`src/rtl/bip_demux_router.sv`:
```
// Registered 1-to-2 demultiplexer: one valid/ready producer steered by in_sel
// into two independent FIFOs (A when in_sel=1, B otherwise), each with a debug pop counter.
module bip_demux_router #(
  parameter int WIDTH = 16,
  parameter int DEPTH = 2,
  parameter int CNT_W = 8
) (
  input  logic             clk,
  input  logic             rst_n,
  input  logic [WIDTH-1:0] in_data,
  input  logic             in_sel,
  input  logic             in_valid,
  output logic             in_ready,
  output logic [WIDTH-1:0] a_data,
  output logic             a_valid,
  input  logic             a_ready,
  output logic [WIDTH-1:0] b_data,
  output logic             b_valid,
  input  logic             b_ready,
  output logic [CNT_W-1:0] a_count,
  output logic [CNT_W-1:0] b_count
);

  localparam int PTR_W = $clog2(DEPTH);
  localparam int OCC_W = $clog2(DEPTH + 1);

  // Channel index 0 is output A, index 1 is output B.
  logic [1:0]                  push;
  logic [1:0]                  pop;
  logic [1:0]                  full;
  logic [1:0]                  vld;
  logic [1:0]                  out_rdy;
  logic [1:0][WIDTH-1:0]       head;
  logic [1:0][CNT_W-1:0]       cnt;

  // Readiness looks only at registered occupancy, never at the sink readies.
  assign in_ready = rst_n & ~(in_sel ? full[0] : full[1]);
  assign push     = {~in_sel, in_sel} & {2{in_valid & in_ready}};
  assign out_rdy  = {b_ready, a_ready};

  for (genvar g = 0; g < 2; g++) begin : g_fifo
    logic [WIDTH-1:0] mem [DEPTH];
    logic [PTR_W-1:0] wr_ptr;
    logic [PTR_W-1:0] rd_ptr;
    logic [OCC_W-1:0] occ;
    logic [CNT_W-1:0] pop_cnt;

    assign vld[g]  = (occ != '0);
    assign full[g] = (occ == OCC_W'(DEPTH));
    assign pop[g]  = vld[g] & out_rdy[g];
    assign head[g] = mem[rd_ptr];
    assign cnt[g]  = pop_cnt;

    always_ff @(posedge clk or negedge rst_n) begin
      if (!rst_n) begin
        for (int i = 0; i < DEPTH; i++) mem[i] <= '0;
        wr_ptr  <= '0;
        rd_ptr  <= '0;
        occ     <= '0;
        pop_cnt <= '0;
      end else begin
        if (push[g]) begin
          mem[wr_ptr] <= in_data;
          wr_ptr      <= wr_ptr + PTR_W'(1);
        end
        if (pop[g]) begin
          rd_ptr  <= rd_ptr + PTR_W'(1);
          pop_cnt <= pop_cnt + CNT_W'(1);
        end
        case ({push[g], pop[g]})
          2'b10:   occ <= occ + OCC_W'(1);
          2'b01:   occ <= occ - OCC_W'(1);
          default: occ <= occ;
        endcase
      end
    end
  end

  assign a_data  = head[0];
  assign b_data  = head[1];
  assign a_valid = vld[0];
  assign b_valid = vld[1];
  assign a_count = cnt[0];
  assign b_count = cnt[1];

endmodule

```
`config.mk`:
```
export PLATFORM = sky130hd
export DESIGN_NAME = bip_demux_router
export DESIGN_NICKNAME = d
export VERILOG_FILES = /design/src/rtl/bip_demux_router.sv
export SDC_FILE = /design/constraint.sdc
export NUM_CORES = 1
export LEC_CHECK = 0
export CORE_ASPECT_RATIO = 2
export CORE_MARGIN = 2
export CORE_UTILIZATION = 50
export CTS_BUF_LIST = sky130_fd_sc_hd__clkbuf_2 sky130_fd_sc_hd__clkbuf_4 sky130_fd_sc_hd__clkbuf_8
export DETAILED_ROUTE_END_ITERATION = 12
export GPL_ROUTABILITY_DRIVEN = 0
export PLACE_DENSITY = 0.77
export REMOVE_ABC_BUFFERS = 1
export SETUP_SLACK_MARGIN = 0.05
export SLEW_MARGIN = 15
export SYNTH_ARGS = -nofsm -noshare
export SYNTH_HDL_FRONTEND = slang
export SYNTH_SLANG_ARGS = --single-unit
```
`constraint.sdc`:
```
create_clock -name clk -period 2.6 [get_ports clk]
set_clock_uncertainty 0.2 [all_clocks]
set_input_delay 0.52 -clock clk [delete_from_list [all_inputs] [get_ports clk]]
set_output_delay 0.52 -clock clk [all_outputs]
set_load 0.005 [all_outputs]
```
==> results_dict.tcl <==
set metrics [dict create \
    drc_errors 0 \
    ys_seq_area_share_pct 56.3 \
    hpwl_um 5390 \
    status "finished, final reports clean" \
    yosysMostFrequentCell "mux2_2" \
    postSynthAreaPerCell_um2 14.5 \
    synth_cell_type_count 24 \
    cts_tree "built" \
    portBuffers 72 \
    placed_cells 441 \
    setup_violations 0 \
    overflow 0 \
    r2r_slack_ns 0.58 \
    crit-reg2reg-launch "g_fifo[1].occ[1]" \
    final_cell_count_no_fill 460 \
    drive_gt1_share_pct 38.3 \
    diodes 0 \
    num-fill-cells 584 \
    p_leak_uw 0.00218 \
    worst_pin_slew_ns 0.464 \
    cts_inserted_buffers 9 \
    avgViaCountPerCell 5.29 \
    synthFlopType "dfrtp_1" \
    clock_sinks 88 \
    core_mm2 0.00760 \
    synth_seq_cells 88 \
    rsz0062_at_grt "false" \
    synthesis.instances 270 \
    criticalPathCategory "input port to output port" \
    fmaxAchievable_mhz 403 \
    floorplan.initialDensity_pct 51.4 \
    power.density_mw_per_mm2 1220 \
    pre_cts_ws_ns 0.0860 \
    syn_to_final_growth_pct 30.4 \
    placed_cell_area_mm2 0.00486 \
    grt_pass1_wl_um 12300 \
    crit_path_end_kind "output port" \
    cap_violations 0 \
    yosys.area.top_type "dfrtp_1" \
    timing.rr.end "g_fifo[1].occ[1]" \
    placementRows 45 \
    ant_nets 0 \
    worstPathRequired_ns 1.88 \
    dr.pass1.iters 4 \
    post-route-period-util_pct 95.5 \
    grt_use_total_pct 19.6 \
    clockBufferDepth 2 \
    hp-class "input port to async pin" \
    crit_fanout 4 \
    synth_common_cells "mux2_2, dfrtp_1, xnor2_1" \
    maxSlewViolCount 0 \
    grt_max_degree 39 \
    crit_arrival_ns 1.76 \
    period_minus_slack_ns 2.48 \
    grt_pass1_vias 2488 \
    die_y_um 129 \
    cts.clk_slew.worst_paths_ns 0.08 \
    die_w_um 66.5 \
    synth_warnings 0 \
    antenna_found_initial 0 \
    vdd.ir_drop.worst_uv 598 \
    r2r_cells 5 \
    drtIter0Drc 119 \
    synth.top_cell.area_share_pct 56.3 \
    final.setup.tns_ns 0 \
    ctsHtreeMaxLevel 3 \
    area.sequential_mm2 0.00220 \
    totalWireLength_um 7590 \
    die_area_mm2 0.00858 \
    slew_headroom_pct 69.1 \
    num_vias 2433 \
    ys_async_sr_fraction_pct 100 \
    wire_per_inst_um 16.5 \
    root_buffer "clkbuf_8" \
    critPathLaunchType "input port" \
    nNetsFinal 387 \
    syn_area_mm2 0.00391 \
    clk_latency_ns 0.36 \
    fin_area_mm2 0.00510 \
    ios 73 \
    hold_viol 0 \
    finalWorstSetupSlack_ns 0.117 \
    synth_area_leaders "dfrtp_1, mux2_2, xnor2_1" \
    multi_input_area_mm2 0.00165 \
    synth-edff-count 0 \
]
registers in the layout, indices dropped and copies added (netlist names):
signal	flops
b_count	8
g_fifo.mem	64
g_fifo.wr_ptr	2
a_count	8
g_fifo.rd_ptr	2
g_fifo.occ	4
stage by stage:
stage,util [%],power (uW),hold slack [ns]
floorplan,-,3800,0.0244
global placement,63.9,5200,0.154
detailed placement,63.9,5290,0.155
CTS,67.0,6300,0.0147
global route,67.1,6620,0.0311
finish,67.1,6210,0.00197
worst max path at each step:
| stage | start | endpoint | slack [ns] | cells past startpoint |
|---|---|---|---|---|
| detailed placement | in_sel | g_fifo[1].occ[1] | 0.09 | 6 |
| CTS | g_fifo[0].occ[0] | in_ready | 0.10 | 4 |
| global placement | in_sel | in_ready | 0.12 | 3 |
| global route | in_sel | in_ready | 0.08 | 3 |
| finish | in_sel | in_ready | 0.12 | 3 |
| floorplan | in_sel | g_fifo[1].mem[16] | 0.48 | 3 |
metal layers:
metal | share of wire, % | global-route usage, %
met1 | 38 | 21.0
met2 | 56 | 34.6
met3 | 3.9 | 4.34
met4 | 1.9 | 11.2
met5 | 0 | 0
report_power, final:
group | switching [uW] | internal (uW)
sequential | 438 | 2020
clock | 455 | 515
combinational | 905 | 1870
total | 1800 | 4410
cell families (layout without fill, tap and decap cells):
logic type | after synthesis | after routing | share of synthesized area, %
multiplexers | 96 | 96 | 27.7
flip-flops | 88 | 88 | 56.3
AND/OR/NAND/NOR | 43 | 43 | 7.20
XOR/XNOR | 24 | 24 | 5.38
buffers and inverters | 12 | 108 | 1.63
adder cells (fa/ha/maj) | 4 | 4 | 1.28
AO/OA/AOI/OAI | 3 | 3 | 0.512
final cells by class:
type | count | area share [%]
clock buffer | 13 | 3.26
clock inverter | 3 | 0.785
inverter | 3 | 0.221
multi-input combinational | 170 | 32.3
sequential | 88 | 43.2
tap | 94 | 2.31
timing repair buffer | 89 | 17.9
timing repair:
item,CTS,global route
setup buffers,2,0
hold buffers,1,0
hold endpoints to repair,3,0
resized for setup,1,1
endpoints found under the setup margin,12,1
worst max-delay path, cell delays in order:
cell,delay [ns]
clkdlybuf4s50_1,0.45
o311a_1,0.36
clkdlybuf4s50_1,0.44
cell usage in the layout (no fill, tap or decap), drive strengths merged, types with 3 or more instances in the layout:
cell	Yosys	layout
inv	3	3
nand2	14	14
xor2	8	8
nor2	4	4
mux2	96	96
ha	4	4
clkbuf	2	13
buf	7	17
clkdlybuf4s50	0	71
nand4	6	6
nor3	6	6
dfrtp	88	88
xnor2	16	16
Power figures use the tool's default switching activity.
